$ cat config.mk
export PLATFORM = sky130hd
export DESIGN_NAME = scr_arbiter_4
export DESIGN_NICKNAME = d
export VERILOG_FILES = /design/src/rtl/scr_arb_pkg.sv /design/src/rtl/rr_pick_4.sv /design/src/rtl/scr_arbiter_4.sv
export SDC_FILE = /design/constraint.sdc
export NUM_CORES = 1
export LEC_CHECK = 0
export CAP_MARGIN = 40
export CORE_UTILIZATION = 50
export CTS_CLUSTER_DIAMETER = 60
export DETAILED_ROUTE_END_ITERATION = 12
export PLACE_DENSITY = 0.79
export SLEW_MARGIN = 30
export SYNTH_ARGS = -nofsm -noshare
export SYNTH_HDL_FRONTEND = slang
export SYNTH_SLANG_ARGS = --single-unit
export TNS_END_PERCENT = 100
$ cat constraint.sdc
create_clock -name clk -period 2.8 [get_ports clk]
set_input_delay 0.42 -clock clk [delete_from_list [all_inputs] [get_ports clk]]
set_output_delay 0.42 -clock clk [all_outputs]
set_load 0.03 [all_outputs]
$ cat src/rtl/scr_arb_pkg.sv
// scr_arb_pkg: shared state encoding and widths for the scratch RAM arbiter
package scr_arb_pkg;
  typedef enum logic [1:0] {IDLE, ACCESS, RDATA} state_t;
  localparam int NUM_REQ = 4;
  localparam int SEL_W = 2;
endpackage

$ cat src/rtl/rr_pick_4.sv
// rr_pick_4: round-robin picker; ports req (request mask), ptr (start index) -> valid, idx (first set req at ptr, ptr+1, ... mod 4)
module rr_pick_4
  import scr_arb_pkg::*;
(
  input  logic [NUM_REQ-1:0] req,
  input  logic [SEL_W-1:0]   ptr,
  output logic               valid,
  output logic [SEL_W-1:0]   idx
);
  always_comb begin
    valid = 1'b0;
    idx = ptr;
    for (int i = NUM_REQ - 1; i >= 0; i--) begin
      if (req[ptr + SEL_W'(i)]) begin
        valid = 1'b1;
        idx = ptr + SEL_W'(i);
      end
    end
  end
endmodule

$ cat src/rtl/scr_arbiter_4.sv
// scr_arbiter_4: round-robin scratch RAM arbiter/sequencer; ports clk, rst_n, req/we/lock (per requester) -> mux_sel, gnt, scr_we, ack, busy
module scr_arbiter_4
  import scr_arb_pkg::*;
#(
  parameter int MAX_LOCK = 4
) (
  input  logic               clk,
  input  logic               rst_n,
  input  logic [NUM_REQ-1:0] req,
  input  logic [NUM_REQ-1:0] we,
  input  logic [NUM_REQ-1:0] lock,
  output logic [SEL_W-1:0]   mux_sel,
  output logic [NUM_REQ-1:0] gnt,
  output logic               scr_we,
  output logic [NUM_REQ-1:0] ack,
  output logic               busy
);
  state_t state;
  logic [SEL_W-1:0] ptr, pick_ptr, pick_idx, sel_n;
  logic [3:0] lock_cnt;
  logic [NUM_REQ-1:0] pick_req;
  logic idle, cmp, lock_go, pick_valid, load;
  assign idle = state == IDLE;
  assign cmp = (state == ACCESS && scr_we) || state == RDATA;
  assign lock_go = cmp && lock[mux_sel] && req[mux_sel] && ({1'b0, lock_cnt} + 5'd1 < 5'(MAX_LOCK));
  assign pick_req = idle ? req : req & ~gnt;
  assign pick_ptr = idle ? ptr : mux_sel + SEL_W'(1);
  assign load = (idle || (cmp && !lock_go)) && pick_valid;
  assign sel_n = lock_go ? mux_sel : pick_idx;
  assign busy = !idle;
  rr_pick_4 u_pick (
    .req   (pick_req),
    .ptr   (pick_ptr),
    .valid (pick_valid),
    .idx   (pick_idx)
  );
  always_ff @(posedge clk or negedge rst_n) begin
    if (!rst_n) begin
      state <= IDLE;
      ptr <= '0;
      lock_cnt <= '0;
      mux_sel <= '0;
      gnt <= '0;
      scr_we <= 1'b0;
      ack <= '0;
    end else begin
      if (cmp && !lock_go) begin
        ptr <= mux_sel + SEL_W'(1);
        lock_cnt <= '0;
      end
      if (lock_go) lock_cnt <= lock_cnt + 4'd1;
      if (load || lock_go) begin
        state <= ACCESS;
        mux_sel <= sel_n;
        gnt <= NUM_REQ'(1) << sel_n;
        scr_we <= we[sel_n];
        ack <= we[sel_n] ? NUM_REQ'(1) << sel_n : '0;
      end else if (state == ACCESS && !scr_we) begin
        state <= RDATA;
        ack <= gnt;
      end else if (cmp) begin
        state <= IDLE;
        gnt <= '0;
        scr_we <= 1'b0;
        ack <= '0;
      end
    end
  end
endmodule

* Word-level counts from Yosys, hierarchy flattened
Cells that the tools add are included.
Word-level totals: logic and storage cells 83, flip-flop bits (word level) 19, output and inout bits 12, input port bits 14
Cells by class: add/subtract/negate cells 6, multiplexer cells 39, equal/unequal tests 3, reductions and logical operators 18, shift-type cells 1, bitwise logic cells 2, order comparisons 7
Operators by type and width (number):
- two-way mux 4 bit | 9
- less-than comparator 2 x 3 -> 1 bit (second input constant) | 6
- two-way mux 2 bit | 9
- binary-select mux 1 bit (select 2 bit) | 7
- two-way mux 1 bit | 14
- logical AND 1 bit | 7
- adder 4 x 1 -> 5 bit (second input constant) | 1
- less-than comparator 5 x 3 -> 1 bit (second input constant) | 1
- adder 2 x 1 -> 2 bit (second input constant) | 2
- adder 2 bit (second input constant) | 2
- adder 4 x 1 -> 4 bit (second input constant) | 1
- bitwise AND 4 bit | 1
- inverter 4 bit | 1
- nonzero test 2 bit | 2
- << shifter 1 x 2 -> 4 bit (first input constant) | 1
- zero test 1 bit | 3
- logical OR 1 bit | 3
- nonzero test 3 bit | 1
- equality test 2 x 1 -> 1 bit (second input constant) | 1
- equality test 2 bit (second input constant) | 1
- zero test 2 bit | 1
- inequality test 2 bit (second input constant) | 1
- AND reduction 2 bit | 1

* Logic depth before layout (Yosys ltp)
Gate-level depths: netlist of the first run.
word-level depth 14, mapped depth 9, mapped depth without buffers 8

* Cells and area by module
A second synthesis of the first run with hierarchy kept.
Unflattened totals: cell total of the unflattened synthesis 144, area, all modules 1270.0 µm²
By module, submodules not included:
- scr_arbiter_4 | sequential area each 475.5 µm², area an instance 1169.9 µm², cells each 128, instances 1
- rr_pick_4 | sequential area each 0.0 µm², area an instance 100.1 µm², cells each 16, instances 1

* Least setup slack after synthesis of the first run
Ideal clock, no wire load.
path kind register -> register, start reg mux_sel[0], end reg scr_we, data arrival time 2248 ps, buffers on the path 2, setup slack 414 ps, data required time 2662 ps, setup time 138 ps, clock period less this slack 2386 ps, cell stages (with the launch flop) 9, path through dfrtp_1 > buf_6 > mux4_2 > nor4_4 > a221oi_1 > a21oi_1 > buf_6 > mux2i_1 > o221ai_1
On the way: cells in the longest elaborated chain, start to end 13, elaborated cells on any way between the ends 40, those cells by class add/sub (4); eq/ne (1); mux (25); reduce/logical (10)
RTL lines:
- start, declared | line scr_arbiter_4.sv:12 | output logic [SEL_W-1:0] mux_sel,
- start signal, assigned | line scr_arbiter_4.sv:54 | mux_sel <= sel_n;
- adder 2 x 1 -> 2 bit | line scr_arbiter_4.sv:27 | assign pick_ptr = idle ? ptr : mux_sel + SEL_W'(1);
- two-way mux 2 bit | line scr_arbiter_4.sv:27
- adder 2 bit | line rr_pick_4.sv:14, rr_pick_4.sv:16
- binary-select mux 1 bit (select 2 bit) | line rr_pick_4.sv:14 | if (req[ptr + SEL_W'(i)]) begin
- two-way mux 1 bit (not written as such) | line rr_pick_4.sv:14
- two-way mux 2 bit or two-way mux 1 bit (tied branches) (4 in series) | line rr_pick_4.sv:14
- two-way mux 2 bit or logical AND 1 bit (tied branches) | line scr_arbiter_4.sv:29, scr_arbiter_4.sv:28
- binary-select mux 1 bit (select 2 bit) or logical OR 1 bit (tied branches) | line scr_arbiter_4.sv:56, scr_arbiter_4.sv:52
- two-way mux 1 bit (not written as such), or another cell as far along | line scr_arbiter_4.sv:56 | scr_we <= we[sel_n];
- two-way mux 1 bit or AND reduction 2 bit (tied branches)
- end signal, assigned | line scr_arbiter_4.sv:56
- end, declared | line scr_arbiter_4.sv:14 | output logic scr_we,
Several ways; a longest one is shown, not always the timed one. The select of a mux whose other input is x is not followed. A chain may end at the register's enable or synchronous reset.

* Worst setup path in the final report of the first run
start reg state[1], end reg ack[0]
On the way: cells in the longest elaborated chain, start to end 14, elaborated cells on any way between the ends 43, those cells by class add/sub (3); eq/ne (2); shift (1); mux (24); reduce/logical (13)
RTL lines:
- start, declared | line scr_arbiter_4.sv:18 | state_t state;
- start signal, assigned | line scr_arbiter_4.sv:39 | state <= IDLE;
- start signal, assigned | line scr_arbiter_4.sv:53 | state <= ACCESS;
- start signal, assigned | line scr_arbiter_4.sv:59 | state <= RDATA;
- zero test 2 bit | line scr_arbiter_4.sv:23 | assign idle = state == IDLE;
- two-way mux 2 bit | line scr_arbiter_4.sv:27
- adder 2 bit | line rr_pick_4.sv:14, rr_pick_4.sv:16
- binary-select mux 1 bit (select 2 bit) | line rr_pick_4.sv:14
- two-way mux 1 bit (not written as such) | line rr_pick_4.sv:14
- two-way mux 2 bit (4 in series) | line rr_pick_4.sv:14
- two-way mux 2 bit | line scr_arbiter_4.sv:29 | assign sel_n = lock_go ? mux_sel : pick_idx;
- binary-select mux 1 bit (select 2 bit) | line scr_arbiter_4.sv:57 | ack <= we[sel_n] ? NUM_REQ'(1) << sel_n : '0;
- two-way mux 1 bit (not written as such) | line scr_arbiter_4.sv:57
- two-way mux 4 bit | line scr_arbiter_4.sv:57
- two-way mux 4 bit | line scr_arbiter_4.sv:52 | if (load || lock_go) begin
- end signal, assigned | line scr_arbiter_4.sv:57
- end signal, assigned | line scr_arbiter_4.sv:60 | ack <= gnt;
- end, declared | line scr_arbiter_4.sv:15 | output logic [NUM_REQ-1:0] ack,
Several ways; a longest one is shown, not always the timed one. The select of a mux whose other input is x is not followed.

==> results of run 1 <==
-- flip-flops by register name, indices dropped and copies added, names as in the netlist --
| signal | count |
|---|---|
| lock_cnt | 4 |
| gnt | 4 |
| state | 2 |
| ptr | 2 |
| mux_sel | 2 |
| scr_we | 1 |
| ack | 4 |
-- critical path, delay by kind of cell (launching register included) --
kind	cells	cell delay, ns
buffers and inverters	1	0.12
DFF	1	0.50
AOI/OAI and AO/OA	3	0.97
and+or+nand+nor	4	0.76
-- power groups by stage --
stage	Clock (mW)	Combinational (mW)	Sequential (mW)
5_1_grt	0.160	1.36	0.551
4_1_cts	0.148	1.24	0.533
3_5_place_dp	0	1.24	0.538
3_3_place_gp	0	1.22	0.540
6_report	0.143	1.25	0.534
2_1_floorplan	0	0.772	0.624
-- path summary, 6_finish.rpt --
check	startpoint	cells after the start	to
max	state[1]$_DFFE_PN0P_	8	ack[0]$_DFFE_PN0P_
max reg2reg	state[1]$_DFFE_PN0P_	8	ack[0]$_DFFE_PN0P_
min	rst_n	1	lock_cnt[0]$_DFFE_PN0P_
min reg2reg	lock_cnt[2]$_DFFE_PN0P_	1	lock_cnt[2]$_DFFE_PN0P_
max in group asynchronous	rst_n	1	gnt[3]$_DFFE_PN0P_
min in group clk	lock_cnt[2]$_DFFE_PN0P_	1	lock_cnt[2]$_DFFE_PN0P_
-- area by class of cell --
class / count / area share
clock buffer: 3 / 0.0149
timing repair buffer: 29 / 0.182
multi-input combinational: 93 / 0.428
clock inverter: 1 / 0.00332
tap: 28 / 0.0232
sequential: 19 / 0.315
inverter: 12 / 0.0332
-- layer usage --
metal | up-vias | wire length (um)
li1 | 525 | -
met5 | - | 0
met1 | 523 | 1350
met4 | 0 | 55
met3 | 7 | 187
met2 | 45 | 1320
-- placed cells by master (no fill, tap or decap), types with 3 or more instances in the layout --
cell	instances
sky130_fd_sc_hd__buf_4	4
sky130_fd_sc_hd__clkbuf_4	3
sky130_fd_sc_hd__a22o_1	4
sky130_fd_sc_hd__dfrtp_1	19
sky130_fd_sc_hd__nor2_1	4
sky130_fd_sc_hd__clkdlybuf4s50_1	24
sky130_fd_sc_hd__o21ai_0	7
sky130_fd_sc_hd__a21oi_1	4
sky130_fd_sc_hd__a21boi_0	3
sky130_fd_sc_hd__nand2_1	18
sky130_fd_sc_hd__a221oi_1	3
sky130_fd_sc_hd__nor3b_1	4
sky130_fd_sc_hd__mux2i_1	3
sky130_fd_sc_hd__nor3_1	4
sky130_fd_sc_hd__inv_1	11
-- cells by family (layout without fill, tap and decap cells) --
family	count (synthesis)	after routing	share of synthesized area
AOI/OAI and AO/OA	38	38	0.236
muxes	5	5	0.0535
buffers and inverters	14	45	0.0608
adders and majority gates	1	1	0.0105
and+or+nand+nor	48	48	0.234
DFF	19	19	0.398
xor gates and xnor gates	1	1	0.00734
==> results.md, run 1 <==
- Synth-to-Final Area Change: 26.4%
- Pin count of the biggest net entering global routing: 20
- Cts bufs inserted: 3
- Share of the synthesized area in the top cell type: 0.398
- Post-CTS Setup Repair Bufs: 0
- Remaining antenna violation count: 0
- Switching component of the power: 931 uW
- Clock share of power: 0.075
- Number of nets produced by synthesis: 141
- Post-place setup slack: ~0.13 ns
- Share of final-layout standard cells stronger than drive strength 1: 0.127
- Number of standard cells in the final layout excluding fillers: between 150 and 200
- DP Wirelength: 2.22 mm
- Kind of launch point of the worst setup path: register
- Critical path required time: ~3 ns
- Slowest stage delay, CP: 0.50 ns
- Standard cell with the maximum stage delay on the critical path: sky130_fd_sc_hd__dfrtp_1
- Buffer type at the clock tree root: sky130_fd_sc_hd__clkbuf_4
- Sum of internal, switching and leakage power: 1.92 mW
- I/O pin count: 26
- Count of input and output buffers: 25
- Path type of the worst min-delay path: in2async
- Number of buffers between clock root and the deepest sink: 2
- Routability cong.: 0.827
- Logic gate share of total power: 0.648
- Share of the core filled with cells: 0.676
- Setup violation total in the final timing report: 0
- FFs w/ async S/R, synth: 1.00
- Category of the worst setup path capture point: register
- Post-DR vias/cell: 5.95
- Die height: about 50 um
- Leakage power: ~0.67 nW
- Number of enable-type register cells in the synthesized netlist: 0
- Mean routed wirelength per cell: roughly 16 um
- Post-synthesis sequential area ratio: 0.398
- Inst Count DP: 181
- Min Tclk post-route: 2.45 ns
- Clock Pin Slew Worst Setup and Hold Paths: ~0.11 ns
- All-layer global routing usage: 0.257
- Total of flip-flops plus latches after synthesis: 19
- Total negative slack for setup checks: 0 ns
- Area after detailed placement: 1490 um2
- Result of the run: complete, no violations
- Area of the die: 2590 um2
- Via count of the first global-routing pass: 1,088
- GR Util met3: 0.0417
- Number of optimization iterations in the first detailed-route pass: 4
- Iter 0 DRT Violations: 23
- Number of cell rows: 17
- Most common library cells after synthesis: sky130_fd_sc_hd__dfrtp_1, sky130_fd_sc_hd__nand2_1, sky130_fd_sc_hd__inv_1, sky130_fd_sc_hd__o21ai_0
- Quantity of gates resized following cts: 0
- Nets: 173
- Area of all placed cells without fillers: 1510 um2
- CTS H-tree depth: 1
- Netlist cell types: 45
- Final hold violations: 0
- Switching Share: 0.484
- Cell with the most instances after synthesis: sky130_fd_sc_hd__dfrtp_1
- Max-capacitance violation count: 0
- Diodes inserted: 0
- Relative contribution of sequential cells to total power: 0.278
- Routing usage on met1: 0.366
- Via count: 1,100
- Number of antenna violations at the first check in global routing: 0
- Reg2reg setup slack: 0.35 ns
- Layout fillers: just under 200
- Effective utilization at floorplan: 0.534
- Total grt overflow: 0
- Final WL: between 2 and 3 mm
- Register area: 475 um2
- CTS tree: built
- Largest area contributor in the netlist: sky130_fd_sc_hd__dfrtp_1
- Worst hold slack: 0.0321 ns
- CP Max Fanout: 9
- Slew headroom: 0.609
- Worst setup skew after layout: roughly 0.0035 ns
- Skew-Pair Late Insertion Delay: 0.30 ns
- Maximum VDD drop: 0.000756 V
- Sinks on the clock net: 19
- Hold buffers post-CTS: 0
- M2 GR Usage: 0.391
- Worst path cell trace: nor2_4 -> clkinv_4 -> a21boi_0 -> nor3b_1 -> nor4_1 -> a22o_1 -> nor2_1 -> a31o_2
- Final cycle utilization of the critical path: 0.877
- Worst Slack Setup Final: 0.346 ns
- Area used by multi-input combinational logic: 646 um2
- Class of the most critical setup path: reg2reg
- Unrepaired setup endpoints after global routing: no
- Number of warnings printed during yosys synthesis: 0
- Transition time at the pin with the least slew margin: 0.582 ns
- Main flop type after synthesis: sky130_fd_sc_hd__dfrtp_1
- Post-Synthesis Cells: 126
- GR peak layer: met2
- Cell area power density: between 1000 and 1500 nW/um2
- Mapped Area: 1190 um2
- Maximum operating frequency: between 0.4 and 0.5 GHz
- Max-slew violation total from the final report: 0
- Cell types occupying the most area after synthesis: sky130_fd_sc_hd__dfrtp_1, sky130_fd_sc_hd__nand2_1, sky130_fd_sc_hd__inv_1, sky130_fd_sc_hd__a22o_1, sky130_fd_sc_hd__o21ai_0
- Data arrival, critical path: roughly 2.7 ns
- Internal power of the cells: 993 uW
- Post-synthesis average cell area: between 9 and 10 um2
- Wire length of the first global-routing pass: 4.91 mm
- Die boundary width: around 51 um
- Placeable core area: 2230 um2
- Total DRC errors in the routed layout: 0
Note: power is estimated with default switching activity, not from simulation.
==> run 2: changes to the inputs <==
- GPL_ROUTABILITY_DRIVEN: default -> 0
==> run 2 against run 1 <==
  * Non-clock buffer count rose by 1
  * Global-route usage rose by 1.2 points
  * Die area did not move
  * Register-to-register slack improved by 0.03 ns
  * Critical endpoint unchanged
  * Largest cell class unchanged
==> results.md, run 2 (synthesis gave the netlist of run 1 again) <==
- Max-slew violation total from the final report: 0
- CTS H-tree depth: 1
- Post-DR vias/cell: ~6
- All-layer global routing usage: 0.269
- Result of the run: complete, no violations
- Cell area power density: approximately 1300 nW/um2
- Most common cell after layout, fill and taps aside: sky130_fd_sc_hd__clkdlybuf4s50_1
- Final cycle utilization of the critical path: 0.867
- CTS tree: built
- I/O pin count: 26
- Most frequent cells in the layout: sky130_fd_sc_hd__clkdlybuf4s50_1, sky130_fd_sc_hd__dfrtp_1, sky130_fd_sc_hd__nand2_1
- Count of input and output buffers: 25
- Diodes inserted: 0
- Placeable core area: roughly 2200 um2
- Number of optimization iterations in the first detailed-route pass: 4
- Class of the most critical setup path: reg2reg
- Die boundary width: 50.9 um
- Wire length on met2: 1.39 mm
- Iter 0 DRT Violations: 37
- Area of the die: 2590 um2
- Final WL: 3.03 mm
- Unrepaired setup endpoints after global routing: no
- Met3 wire length: 176 um
- Total grt overflow: 0
- Via count of the first global-routing pass: 1,146
- DP Wirelength: approximately 2.3 mm
- Max-capacitance violation count: 0
- Via count: between 1,000 and 1,500
- Slew headroom: 0.601
- Number of buffers between clock root and the deepest sink: 2
- Number of antenna violations at the first check in global routing: 0
- Leakage power: 0.670 nW
- Category of the worst setup path capture point: register
- Cts bufs inserted: 3
- Layout fillers: between 150 and 200
- Total DRC errors in the routed layout: 0
- Regs by FF count: ack x4, gnt x4, lock_cnt x4
- Skew-Pair Late Insertion Delay: 0.31 ns
- Pin count of the biggest net entering global routing: 12
- Critical path required time: 3.01 ns
- Maximum operating frequency: 0.412 GHz
- Wire length of the first global-routing pass: 5.15 mm
- CP Max Fanout: 9
- Number of cell rows: 17
- Die height: about 51 um
- Hold buffers post-CTS: 0
- Post-CTS Setup Repair Bufs: 0
- Setup violation total in the final timing report: 0
- Buffer type at the clock tree root: sky130_fd_sc_hd__clkbuf_4
- Met1 WL: 1.38 mm
- Synth-to-Final Area Change: 27.7%
- Worst setup skew after layout: 0.00280 ns
- Quantity of gates resized following cts: 0
- Mean routed wirelength per cell: approximately 16 um
- Nets: 174
- Share of the core filled with cells: 0.682
- Remaining antenna violation count: 0
- Final hold violations: 0
- Path type of the worst min-delay path: in2async
- Min Tclk post-route: 2.43 ns
- Share of final-layout standard cells stronger than drive strength 1: 0.120
- Transition time at the pin with the least slew margin: 0.593 ns
- Effective utilization at floorplan: 0.534
- Data arrival, critical path: 2.64 ns
- Clock Pin Slew Worst Setup and Hold Paths: 0.11 ns
- Sinks on the clock net: 19
- Maximum VDD drop: approximately 0.00080 V
- Kind of launch point of the worst setup path: register
- Total negative slack for setup checks: 0 ns
- Highest layer used for signal routing: met4
-- run 2: cell count changes in the layout (fill, tap and decap cells not counted), sizes merged --
| cell | previous run | this run |
|---|---|---|
| clkdlybuf4s50 | 24 | 25 |
| clkbuf | 3 | 4 |
| clkinv | 2 | 1 |
-- run 2: layout make-up --
cell class / count / area (um2) / share of cell area
timing repair buffer: 30 / 292 / 0.191
clock buffer: 4 / 26.3 / 0.0172
inverter: 12 / 50.0 / 0.0328
tap: 28 / 35.0 / 0.0230
sequential: 19 / 475 / 0.312
multi-input combinational: 93 / 646 / 0.424
-- run 2: worst max-delay path: stages (launching register included) --
cell                       delay [ns]
sky130_fd_sc_hd__dfrtp_1         0.50
sky130_fd_sc_hd__nor2_4          0.23
sky130_fd_sc_hd__clkinv_4        0.11
sky130_fd_sc_hd__a21boi_0        0.43
sky130_fd_sc_hd__nor3b_1         0.12
sky130_fd_sc_hd__nor4_1          0.28
sky130_fd_sc_hd__a22o_1          0.30
sky130_fd_sc_hd__nor2_1          0.09
sky130_fd_sc_hd__a31o_2          0.26
-- run 2: final timing paths --
| check | end | startpoint | cells after the start | slack (ns) |
|---|---|---|---|---|
| min reg2reg | lock_cnt[0]$_DFFE_PN0P_ | lock_cnt[0]$_DFFE_PN0P_ | 1 | 0.54 |
| max in group asynchronous | ack[0]$_DFFE_PN0P_ | rst_n | 2 | 1.91 |
| max | ack[0]$_DFFE_PN0P_ | state[1]$_DFFE_PN0P_ | 8 | 0.37 |
| min | lock_cnt[0]$_DFFE_PN0P_ | rst_n | 1 | 0.43 |
| max reg2reg | ack[0]$_DFFE_PN0P_ | state[1]$_DFFE_PN0P_ | 8 | 0.37 |
| min in group clk | lock_cnt[0]$_DFFE_PN0P_ | lock_cnt[0]$_DFFE_PN0P_ | 1 | 0.54 |
-- run 2: through the flow --
stage	cell area (um2)	worst slack (ns)	total power [mW]	hold WS, ns	instances
floorplan	1190	0.414	1.40	0.124	126
global placement	1490	0.142	1.75	0.504	181
detailed placement	1500	0.0702	1.78	0.516	182
CTS	1520	0.392	1.93	0.431	186
global route	1520	0.249	2.06	0.449	186
finish	1520	0.372	1.93	0.432	186
-- run 2: power by group --
part	switching (mW)	internal, mW	total, mW
clock network	0.0902	0.0558	0.146
registers	0.147	0.392	0.539
logic	0.699	0.550	1.25
-- run 2: metal layers --
metal,global-route usage,vias to the layer above
met4,0.0926,0
met2,0.427,51
li1,-,529
met5,0,-
met3,0.0268,12
met1,0.383,546
==> run 3: changes to the inputs <==
- CTS_CLUSTER_DIAMETER: 60 -> 40
- clock period: 2.8 -> 2.24 ns (I/O delays scaled with it)
==> run 3 against run 2 <==
  * Cell count is 19% higher
  * Clock power is 26% higher
  * Critical endpoint is now scr_we$_DFFE_PN0P_
  * Clock-buffer cell count is 1 lower
  * Worst hold slack worse by 0.082 ns
  * Largest power group unchanged
  * Register-to-register slack worse by 0.57 ns
  * Clock skew is 0.0016 ns higher
  * Largest cell class unchanged
  * Core utilization is 17 points higher
  * The flow now finishes with violations (negative setup slack)
  * Setup slack worse by 0.57 ns
==> results.md, run 3 (synthesis gave the netlist of run 1 again) <==
- Slowest stage delay, CP: approximately 0.57 ns
- Category of the worst setup path capture point: register
- Max-slew violation total from the final report: 0
- Worst path cell trace: mux4_2 -> nor4_4 -> buf_4 -> a221oi_2 -> a21oi_1 -> buf_4 -> mux2i_2 -> o221ai_2
- Diodes inserted: 0
- Post-place setup slack: -0.328 ns
- Kind of launch point of the worst setup path: register
- Skew-Pair Late Insertion Delay: 0.31 ns
- Area of the die: 2590 um2
- Buffer type at the clock tree root: sky130_fd_sc_hd__clkbuf_4
- Critical Path Most Common Cell: sky130_fd_sc_hd__buf_4
- Highest layer used for signal routing: met4
- Number of buffers between clock root and the deepest sink: 2
- All-layer global routing usage: 0.285
- Number of standard cells in the final layout excluding fillers: 222
- Mean routed wirelength per cell: 17.0 um
- Setup violation total in the final timing report: 10
- Regs by FF count: ack x4, gnt x4, lock_cnt x4
- Placeable core area: 2230 um2
- Critical path required time: 2.43 ns
- Remaining antenna violation count: 0
- Path type of the worst min-delay path: in2async
- Hold buffers post-CTS: 0
- Maximum operating frequency: 0.411 GHz
- Die boundary width: 50.9 um
- CTS H-tree depth: 1
- Result of the run: finished, violations left
- Post-DR vias/cell: just under 6
- Pin count of the biggest net entering global routing: 20
- DP Wirelength: approximately 2.5 mm
- Final hold violations: 0
- Number of antenna violations at the first check in global routing: 0
- Iter 0 DRT Violations: 46
- Via count: 1,307
- Synth-to-Final Area Change: 59.5%
- Failing checks: negative setup slack
- Number of cell rows: 17
- Clock Pin Slew Worst Setup and Hold Paths: 0.12 ns
- CTS tree: built
- Unrepaired setup endpoints after global routing: yes
- I/O pin count: 26
- Worst hold slack: 0.350 ns
- Final WL: 3.77 mm
- Transition time at the pin with the least slew margin: around 0.44 ns
- Slew headroom: 0.706
- Max-capacitance violation count: 0
- Final cycle utilization of the critical path: 1.09
- Maximum VDD drop: roughly 0.0014 V
- Via count of the first global-routing pass: around 1,200
- Die height: approximately 51 um
- Most frequent cells in the layout: sky130_fd_sc_hd__buf_4, sky130_fd_sc_hd__nand2_1, sky130_fd_sc_hd__dfrtp_1, sky130_fd_sc_hd__clkdlybuf4s50_1, sky130_fd_sc_hd__inv_1
- Effective utilization at floorplan: 0.534
- CP Max Fanout: 5
- Inst Count DP: 209
- Most common cell after layout, fill and taps aside: sky130_fd_sc_hd__buf_4
- Min Tclk post-route: approximately 2.4 ns
- Worst Slack Setup Final: -0.196 ns
- Cell area power density: 1640 nW/um2
- Total DRC errors in the routed layout: 0
- Nets: 210
- Wire length on met2: 1.82 mm
- Count of input and output buffers: 25
- Standard cell with the maximum stage delay on the critical path: sky130_fd_sc_hd__mux4_2
- Total grt overflow: 0
- Sinks on the clock net: 19
- Number of optimization iterations in the first detailed-route pass: 4
- Worst setup skew after layout: around 0.0044 ns
- Class of the most critical setup path: reg2reg
- Leakage power: 0.926 nW
- Data arrival, critical path: ~2.6 ns
- Cts bufs inserted: 3
- Share of the core filled with cells: 0.853
- Share of final-layout standard cells stronger than drive strength 1: 0.371
- Met1 WL: 1.71 mm
- Met3 wire length: 201 um
- Wire length of the first global-routing pass: roughly 5.4 mm
## run 3: final cells by class
cell class	instances	area, um2
multi-input combinational	93	736
clock inverter	1	5.00
timing repair buffer	66	578
clock buffer	3	22.5
tap	28	35.0
inverter	12	50.0
fill	129	329
sequential	19	478
## run 3: worst paths after layout
path | slack (ns) | from | depth (start not counted) | endpoint
worst max-delay path | -0.20 | mux_sel[0]$_DFFE_PN0P_ | 8 | scr_we$_DFFE_PN0P_
worst min-delay path | 0.35 | rst_n | 2 | lock_cnt[3]$_DFFE_PN0P_
worst max register to register | -0.20 | mux_sel[0]$_DFFE_PN0P_ | 8 | scr_we$_DFFE_PN0P_
worst min register to register | 0.56 | ptr[0]$_DFFE_PN0P_ | 2 | ptr[0]$_DFFE_PN0P_
max in group asynchronous | 1.66 | rst_n | 2 | state[0]$_DFFE_PN0P_
min in group clk | 0.56 | ptr[0]$_DFFE_PN0P_ | 2 | ptr[0]$_DFFE_PN0P_
## run 3: stage by stage
stage | total power, mW | TNS (ns) | cell area (um2)
global route | 3.28 | -1.04 | 1900
CTS | 2.85 | 0 | 1770
detailed placement | 2.56 | -3.20 | 1700
floorplan | 1.75 | -0.0597 | 1190
finish | 3.12 | -0.830 | 1900
global placement | 2.51 | -3.10 | 1700
## run 3: where the power goes
part / internal [mW] / total, mW / switching, mW
combinational: 1.13 / 2.30 / 1.17
sequential: 0.494 / 0.632 / 0.138
clock: 0.0667 / 0.184 / 0.117
total: 1.69 / 3.12 / 1.42
## run 3: worst max-delay path: cells and delay by family, from the launching register on
kind / cells / cell delay, ns
multiplexers: 2 / 0.81
AO/OA/AOI/OAI: 3 / 0.34
AND/OR/NAND/NOR: 1 / 0.32
buffers and inverters: 2 / 0.39
flip-flops: 1 / 0.45
## run 3: metal layers
metal | track usage | vias to the layer above
li1 | - | 598
met1 | 0.386 | 655
met2 | 0.484 | 47
met3 | 0.0327 | 7
met4 | 0.0741 | 0
met5 | 0 | -
## run 3: what timing repair did
item,4_1_cts,5_1_grt
pin swaps,1,10
gates resized for setup,5,22
setup endpoints to repair,7,11
buffers inserted,3,6
